<file path="config.mk">
export PLATFORM = sky130hd
export DESIGN_NAME = am_envelope_demod
export DESIGN_NICKNAME = d
export VERILOG_FILES = /design/src/rtl/am_envelope_demod.sv
export SDC_FILE = /design/constraint.sdc
export NUM_CORES = 1
export LEC_CHECK = 0
export CORE_AREA = 2 2 97 99
export DETAILED_ROUTE_END_ITERATION = 16
export DIE_AREA = 0 0 99 101
export GPL_TIMING_DRIVEN = 1
export PLACE_DENSITY = 0.65
export SYNTH_ARGS = -nofsm -noshare
export SYNTH_HDL_FRONTEND = slang
export SYNTH_SLANG_ARGS = --single-unit
</file>
<file path="constraint.sdc">
create_clock -name clk -period 9.99 [get_ports clk]
set_clock_uncertainty 0.2 [all_clocks]
set_input_delay 0.999 -clock clk [delete_from_list [all_inputs] [get_ports clk]]
set_output_delay 0.999 -clock clk [all_outputs]
set_load 0.1 [all_outputs]
</file>
<file path="src/rtl/am_envelope_demod.sv">
// AM envelope demodulator: full-wave rectifier, single-pole IIR lowpass and decimator
// between RTS/RTR streams. The output register never drops or overwrites a sample.
module am_envelope_demod #(
  parameter int DECIM     = 4,
  parameter int LPF_SHIFT = 4
) (
  input  logic        clk,
  input  logic        reset,
  input  logic [15:0] din_dat,
  input  logic        din_rts,
  output logic        din_rtr,
  output logic [15:0] dout_dat,
  output logic        dout_rts,
  input  logic        dout_rtr,
  output logic        sat_seen
);
  localparam int AW = 16 + LPF_SHIFT;
  localparam int CW = (DECIM > 1) ? $clog2(DECIM) : 1;
  localparam logic [CW-1:0] CNT_LAST = CW'(DECIM - 1);

  logic [AW-1:0] acc_q, acc_d, acc_upd;
  logic [CW-1:0] cnt_q, cnt_d;
  logic [15:0]   dout_dat_q, dout_dat_d;
  logic          dout_rts_q, dout_rts_d;
  logic          sat_seen_q, sat_seen_d;
  logic [15:0]   abs_val, mag;
  logic          is_min, in_xfer, out_xfer, cnt_last, load;

  always_comb begin
    is_min  = (din_dat == 16'h8000);
    abs_val = din_dat[15] ? (~din_dat + 16'd1) : din_dat;
    // -32768 has no positive counterpart in 16 bits, so it clamps to full scale.
    mag     = is_min ? 16'h7fff : abs_val;
  end

  assign cnt_last = (cnt_q == CNT_LAST);
  // Only the group-completing sample needs the output register, so only it can stall.
  assign din_rtr  = !(cnt_last && dout_rts_q && !dout_rtr);
  assign in_xfer  = din_rts && din_rtr;
  assign out_xfer = dout_rts_q && dout_rtr;
  assign load     = in_xfer && cnt_last;
  assign acc_upd  = acc_q - (acc_q >> LPF_SHIFT) + AW'(mag);

  always_comb begin
    acc_d      = acc_q;
    cnt_d      = cnt_q;
    sat_seen_d = sat_seen_q;
    dout_dat_d = dout_dat_q;
    dout_rts_d = dout_rts_q;
    if (in_xfer) begin
      acc_d      = acc_upd;
      cnt_d      = cnt_last ? '0 : cnt_q + CW'(1);
      sat_seen_d = sat_seen_q | is_min;
    end
    // A load on the same edge as a drain wins and keeps the output valid.
    if (load) begin
      dout_dat_d = {1'b0, acc_upd[LPF_SHIFT +: 15]};
      dout_rts_d = 1'b1;
    end else if (out_xfer) begin
      dout_rts_d = 1'b0;
    end
  end

  always_ff @(posedge clk) begin
    if (reset) begin
      acc_q      <= '0;
      cnt_q      <= '0;
      sat_seen_q <= 1'b0;
      dout_dat_q <= '0;
      dout_rts_q <= 1'b0;
    end else begin
      acc_q      <= acc_d;
      cnt_q      <= cnt_d;
      sat_seen_q <= sat_seen_d;
      dout_dat_q <= dout_dat_d;
      dout_rts_q <= dout_rts_d;
    end
  end

  assign dout_dat = dout_dat_q;
  assign dout_rts = dout_rts_q;
  assign sat_seen = sat_seen_q;
endmodule

</file>
==> results.md, run 1 <==
* Largest fanout on the critical path at 14
* Startpoint types: input port
* Die span in y at 101 um
* Register area share after synthesis at 0.224
* Post-cts resize count at 0
* Worst-Margin Slew at 1.06 ns
* HPWL after DPL at 6.58 mm
* CTS tree: done
* Worst-path clk slew at 0.09 ns
* Fin area at 3940 um^2
* # nets final at 523
* Crit share post-route at 0.578
* Most frequent cells in the layout: inv_1, nand2_1, nor2_1, dfxtp_1, clkdlybuf4s50_1
* Avg Vias per Cell at 5.51
* Status: complete, no violations
* Area Growth Syn to Fin at 13.0%
* Syn Inst Count at 444
* Yosys warns at 0
* Most common cell after layout, fill and taps aside: inv_1
* First-pass GRT wire length at 14.8 mm
* TritonCTS sink count at 39
* Antenna diode count at 0
* Leak at 1.53 nW
* Synth cell types at 57
* Power density cells at 329 nW/um^2
* Pre-antenna DRT Iters at 5
* IO Port Bufs at 37
* MaxCap Viol Count at 0
* TNS Setup at 0 ns
* Fin. Hold Viols at 0
* FF+latch area at 781 um^2
* Crit end category: flip-flop
* Switching pwr at 0.000696 W
* Headroom to the max-slew limit at 0.292
* M1 WL at 4.40 mm
* Crit Path Category: in2reg
* Cts bufs inserted at 5
* Clk pwr share at 0.088
* Clock Tree Buf Depth at 2
* Row Count at 35
* Post-DP Area at 3850 um^2
* Num ports at 39
* Hold Crit Class: reg2reg
* Net Count, Synth at 502
* Initial antenna violation count at 0
* Core ar. at 8980 um^2
* DRT antenna net count at 0
* DRT iter0 DRCs at 211
* Slew Limit Fails at 0
* Hold-fix buffers, CTS at 0
* Top Metal Used: met4
* Max frequency at 173 MHz
* Vias in the first global route at 3042
* Combinational share of power at 0.746
* Mean Syn Cell Area at 7.85 um^2
* Crit path DAT at 5.72 ns
* Met2 WL post-DR at 3.80 mm
* WL/cell at 15.2 um
* Register bit count reported by yosys at 39
* Clock latency on the worst-skew pair at 0.30 ns
* Power Internal at 0.000600 W
* Fraction of registers with async set/reset at 0
* Critical Path RT at 9.94 ns
* Fillcell total at 915
* Worst vdd ir at 0.122 mV
* CTS Root Cell: clkbuf_8
* Met3 WL at 414 um
* Starting density of the core at 0.388
* GPL Wtd Cong at 0.937
* Setup Viol. Count Final at 0
* Ys flop type: dfxtp_1
* Post-Route WL at 8.77 mm
* Share of layout cells above drive strength 1 at 0.0429
* H-tree levels at 2
* Residual DRC count at 0
* RSZ-0062 raised after global routing: false
* Post-CTS setup buffers at 0
* Largest net degree at the start of global routing at 70
* Post-Syn Area at 3480 um^2
* Multi-input gate area at 2350 um^2
* Crit path time final at 5.77 ns
* Remaining Overflow, GRT at 0
* Gr usage total at 0.183
* Die X-Extent at 99 um
* Vias at 3181
* Net Sw Frac at 0.537
* Die Area at 10000 um^2
* Post-synth EDFFs at 0
* Seq pwr share at 0.166
## metal layers
layer | vias to the layer above | track usage
li1 | 1587 | -
met1 | 1492 | 0.265
met2 | 87 | 0.287
met3 | 15 | 0.0236
met4 | 0 | 0.0464
met5 | - | 0
## synth_stat cells, types with 4 or more instances
cell | count | share of area
a211oi_1 | 14 | 0.030
a21oi_1 | 27 | 0.039
clkbuf_1 | 12 | 0.013
dfxtp_1 | 39 | 0.22
fa_1 | 16 | 0.092
ha_1 | 22 | 0.079
inv_1 | 58 | 0.063
nand2_1 | 44 | 0.047
nand2b_1 | 4 | 0.0072
nand3_1 | 11 | 0.016
nand3b_1 | 11 | 0.024
nand4b_1 | 8 | 0.020
nor2_1 | 39 | 0.042
nor3_1 | 10 | 0.014
o211ai_1 | 4 | 0.0086
o21ai_0 | 15 | 0.022
o311ai_0 | 8 | 0.020
o31ai_1 | 8 | 0.017
or3_1 | 7 | 0.013
or4_1 | 9 | 0.019
xnor2_1 | 17 | 0.043
xor2_1 | 4 | 0.010
## through the flow
| step | setup WS [ns] | hold slack, ns | util | total power [W] | cells |
|---|---|---|---|---|---|
| after floorplan | 5.17 | 0.236 | - | 0.000958 | 444 |
| after detailed placement | 3.97 | 0.249 | 0.429 | 0.00116 | 569 |
| after global routing | 3.77 | 0.283 | 0.439 | 0.00142 | 577 |
| after CTS | 4.27 | 0.261 | 0.439 | 0.00128 | 577 |
| after global placement | 4.06 | 0.247 | 0.429 | 0.00116 | 569 |
| final | 4.22 | 0.259 | 0.439 | 0.00130 | 577 |
## final cells by class
type / count / area share
clock buffers: 5 / 0.0175
clock inverters: 3 / 0.00508
inverters: 58 / 0.0553
multi-input cells: 324 / 0.596
flip-flops and latches: 39 / 0.198
well taps: 111 / 0.0353
repair buffers: 37 / 0.0928
## logic make-up (layout without fill, tap and decap cells)
kind of cell | after synthesis | in the layout | share of synthesized area
compound gates | 100 | 100 | 0.202
xor+xnor | 21 | 21 | 0.0528
fa+ha+maj | 38 | 38 | 0.171
buf+inv | 81 | 103 | 0.102
flops | 39 | 39 | 0.224
mux | 1 | 1 | 0.00287
other cells | 1 | 1 | 0.00108
simple gates | 163 | 163 | 0.244
## power groups by stage
stage	clock network (W)	logic, W	registers (W)
2_1_floorplan	0	0.000737	0.000221
3_3_place_gp	0	0.000937	0.000219
3_5_place_dp	0	0.000944	0.000219
4_1_cts	0.000116	0.000953	0.000215
5_1_grt	0.000123	0.00108	0.000220
6_report	0.000113	0.000967	0.000215
## registers in the layout, summed over array words and instances, names as in the netlist
name      count
acc_q        20
dout_dat     15
cnt_q         2
dout_rts      1
sat_seen      1
## path summary, 6_finish.rpt
path                                  from                  endpoint  slack [ns]  cells after the start
hold / removal    dout_dat[0]$_SDFFE_PP0P_  dout_dat[0]$_SDFFE_PP0P_        0.26                      2
setup / recovery                din_dat[5]    acc_q[19]$_SDFFE_PP0P_        4.22                     15
hold reg to reg   dout_dat[0]$_SDFFE_PP0P_  dout_dat[0]$_SDFFE_PP0P_        0.26                      2
setup reg to reg     acc_q[9]$_SDFFE_PP0P_    acc_q[19]$_SDFFE_PP0P_        6.48                     10
## critical path: stages
cell             delay [ns]
clkdlybuf4s50_1        0.46
or3_1                  0.43
nor4_2                 0.25
nand3_1                0.16
nor2_1                 0.65
nor2_1                 0.14
fa_1                   0.52
inv_1                  0.04
ha_1                   0.36
nand2_1                0.08
o21ai_0                0.43
nor3b_1                0.47
a211oi_1               0.16
nor4bb_1               0.36
o311ai_0               0.19
Power figures use the tool's default switching activity.
==> run 2, diff against run 1 <==
- clock period: 9.99 -> 5.7 ns (I/O delays scaled with it)
==> run 2 against run 1 <==
Setup slack got worse by 3.5 ns. Sequential cell count unchanged. Sequential power increased by 74%. Power increased by 79%.
==> results.md, run 2 (same netlist as run 1, synthesis figures left out) <==
* Met3 WL at 367 um (-11%)
* Top reg by flops: acc_q
* Post-DP Area at 3880 um^2 (+0.78%)
* Headroom to the max-slew limit at 0.319 (+0.0270)
* Most frequent cells in the layout: inv_1, nand2_1, nor2_1, dfxtp_1, clkdlybuf4s50_1
* Largest fanout on the critical path at 6 (-8)
* Max frequency at 199 MHz
* Remaining Overflow, GRT at 0 (unchanged)
* Crit path launch: din_dat[0]
* Worst vdd ir at 0.221 mV (+81%)
* Critical Path RT at 5.65 ns (-4.29 ns)
* Vias in the first global route at 2992 (-1.6%)
* Status: complete, no violations
* Num ports at 39 (unchanged)
* Most common cell after layout, fill and taps aside: inv_1
* Post-cts resize count at 0 (unchanged)
* Dpl cells at 573 (+0.70%)
* Avg Vias per Cell at 5.32 (-3.5%)
* WL/cell at 15.0 um (-1.4%)
* Antenna diode count at 0 (unchanged)
* Die span in y at 101 um (unchanged)
* Hold Startpoint: acc_q[1]$_SDFFE_PP0P_
* Largest net degree at the start of global routing at 70 (unchanged)
* Fin Hold WS at 0.260 ns (+0.000745 ns)
* Crit share post-route at 0.880
* CTS tree: done
* Fin area at 4000 um^2 (+1.5%)
* Die Area at 10000 um^2 (unchanged)
* Area Growth Syn to Fin at 14.7%
* DRT antenna net count at 0 (unchanged)
* Fin. Hold Viols at 0 (unchanged)
* Pre-antenna DRT Iters at 4 (-1)
* CTS Root Cell: clkbuf_8
* Residual DRC count at 0 (unchanged)
* Hold-fix buffers, CTS at 0 (unchanged)
* Share of layout cells above drive strength 1 at 0.0511 (+0.00815)
* Clk pwr share at 0.108 (+0.020)
* Slew Limit Fails at 0 (unchanged)
* Initial antenna violation count at 0 (unchanged)
* IO Port Bufs at 37 (unchanged)
* Power density cells at 582 nW/um^2 (+77%)
* Switching pwr at 0.00121 W (+75%)
* Core ar. at 8980 um^2 (unchanged)
* Crit path DAT at 4.96 ns (-0.76 ns)
* Largest register FFs at 20 (unchanged)
* Row Count at 35 (unchanged)
* Worst-Margin Slew at 1.02 ns (-0.0404 ns)
* Vias at 3091 (-2.8%)
* TritonCTS sink count at 39 (unchanged)
* Non-Filler Instances at 581 (+0.69%)
* RSZ-0062 raised after global routing: false
* Hold Crit Class: reg2reg
* Die X-Extent at 99 um (unchanged)
* Startpoint types: input port
* MaxCap Viol Count at 0 (unchanged)
* TNS Setup at 0 ns (unchanged)
* HPWL after DPL at 6.58 mm (about the same)
* Post-CTS setup buffers at 0 (unchanged)
* Setup Viol. Count Final at 0 (unchanged)
* Seq pwr share at 0.161 (-0.005)
* H-tree levels at 2 (unchanged)
* Gr usage total at 0.179 (-0.00392)
* Power Internal at 0.00111 W (+85%)
* Starting density of the core at 0.388 (unchanged)
* Clock latency on the worst-skew pair at 0.30 ns (about the same)
* DRT iter0 DRCs at 146 (-31%)
* Worst-path clk slew at 0.09 ns (about the same)
* Layout Utilization at 0.445 (+0.00655)
* Crit path time final at 5.02 ns
* Crit Path Category: in2reg
* Post-Route WL at 8.71 mm (-0.75%)
* Net Sw Frac at 0.522 (-0.0148)
* Leak at 1.57 nW (+2.7%)
* Met2 WL post-DR at 3.69 mm (-2.9%)
* Critical R2R Launch: acc_q[10]$_SDFFE_PP0P_
* Cts bufs inserted at 5 (unchanged)
* # nets final at 527 (+0.76%)
* Clock Tree Buf Depth at 2 (unchanged)
* First-pass GRT wire length at 14.5 mm (-1.8%)
* Combinational share of power at 0.731 (-0.015)
* Crit end category: flip-flop
* M1 WL at 4.54 mm (+3.1%)
* GPL Wtd Cong at 0.930 (-0.76%)
* Top Metal Used: met4
## run 2: cell types whose count changed in the layout (fill, tap and decap cells not counted)
cell / previous run / this run
clkbuf_8: 5 / 6
buf_4: 0 / 4
bufinv_16: 0 / 1
clkinvlp_4: 2 / 0
## run 2: per-stage QoR
step / power, W / worst slack [ns]
2_1_floorplan: 0.00168 / 1.31
3_3_place_gp: 0.00203 / 0.475
3_5_place_dp: 0.00205 / 0.388
4_1_cts: 0.00231 / 0.711
5_1_grt: 0.00253 / 0.353
6_report: 0.00232 / 0.682
## run 2: path summary, 6_finish.rpt
kind	end	slack, ns	depth (start not counted)
setup / recovery	acc_q[13]$_SDFFE_PP0P_	0.68	16
hold / removal	acc_q[1]$_SDFFE_PP0P_	0.26	2
setup reg to reg	acc_q[13]$_SDFFE_PP0P_	2.22	10
hold reg to reg	acc_q[1]$_SDFFE_PP0P_	0.26	2
## run 2: critical path, cell delays in order
cell and delay (ns):
clkdlybuf4s50_1 0.45, inv_1 0.13, ha_1 0.25, nand2_1 0.12, nor4_1 0.41, mux2i_1 0.22, o21ai_0 0.15, fa_1 0.52
inv_1 0.05, ha_1 0.38, a21oi_1 0.37, o21ai_0 0.31, and3_1 0.27, a221oi_1 0.47, or4_1 0.18, o311ai_0 0.11
## run 2: layout make-up
class | count | area, um^2
Clock inverter | 2 | 35.0
Timing Repair Buffer | 41 | 395
Clock buffer | 6 | 82.6
Tap cell | 111 | 139
Fill cell | 920 | 4980
Multi-Input combinational cell | 324 | 2350
Sequential cell | 39 | 781
Inverter | 58 | 218
## run 2: power by group through the flow
stage          Clock, W  Sequential [W]  Combinational [W]
5_1_grt        0.000268        0.000382            0.00188
3_3_place_gp          0        0.000382            0.00165
3_5_place_dp          0        0.000383            0.00166
2_1_floorplan         0        0.000387            0.00129
4_1_cts        0.000254        0.000376            0.00168
6_report       0.000252        0.000375            0.00170
## run 2: per-layer routing
layer  global-route usage  vias up
li1                     -     1600
met1                0.269     1422
met3               0.0229        7
met5                    0        -
met4               0.0474        0
met2                0.268       62
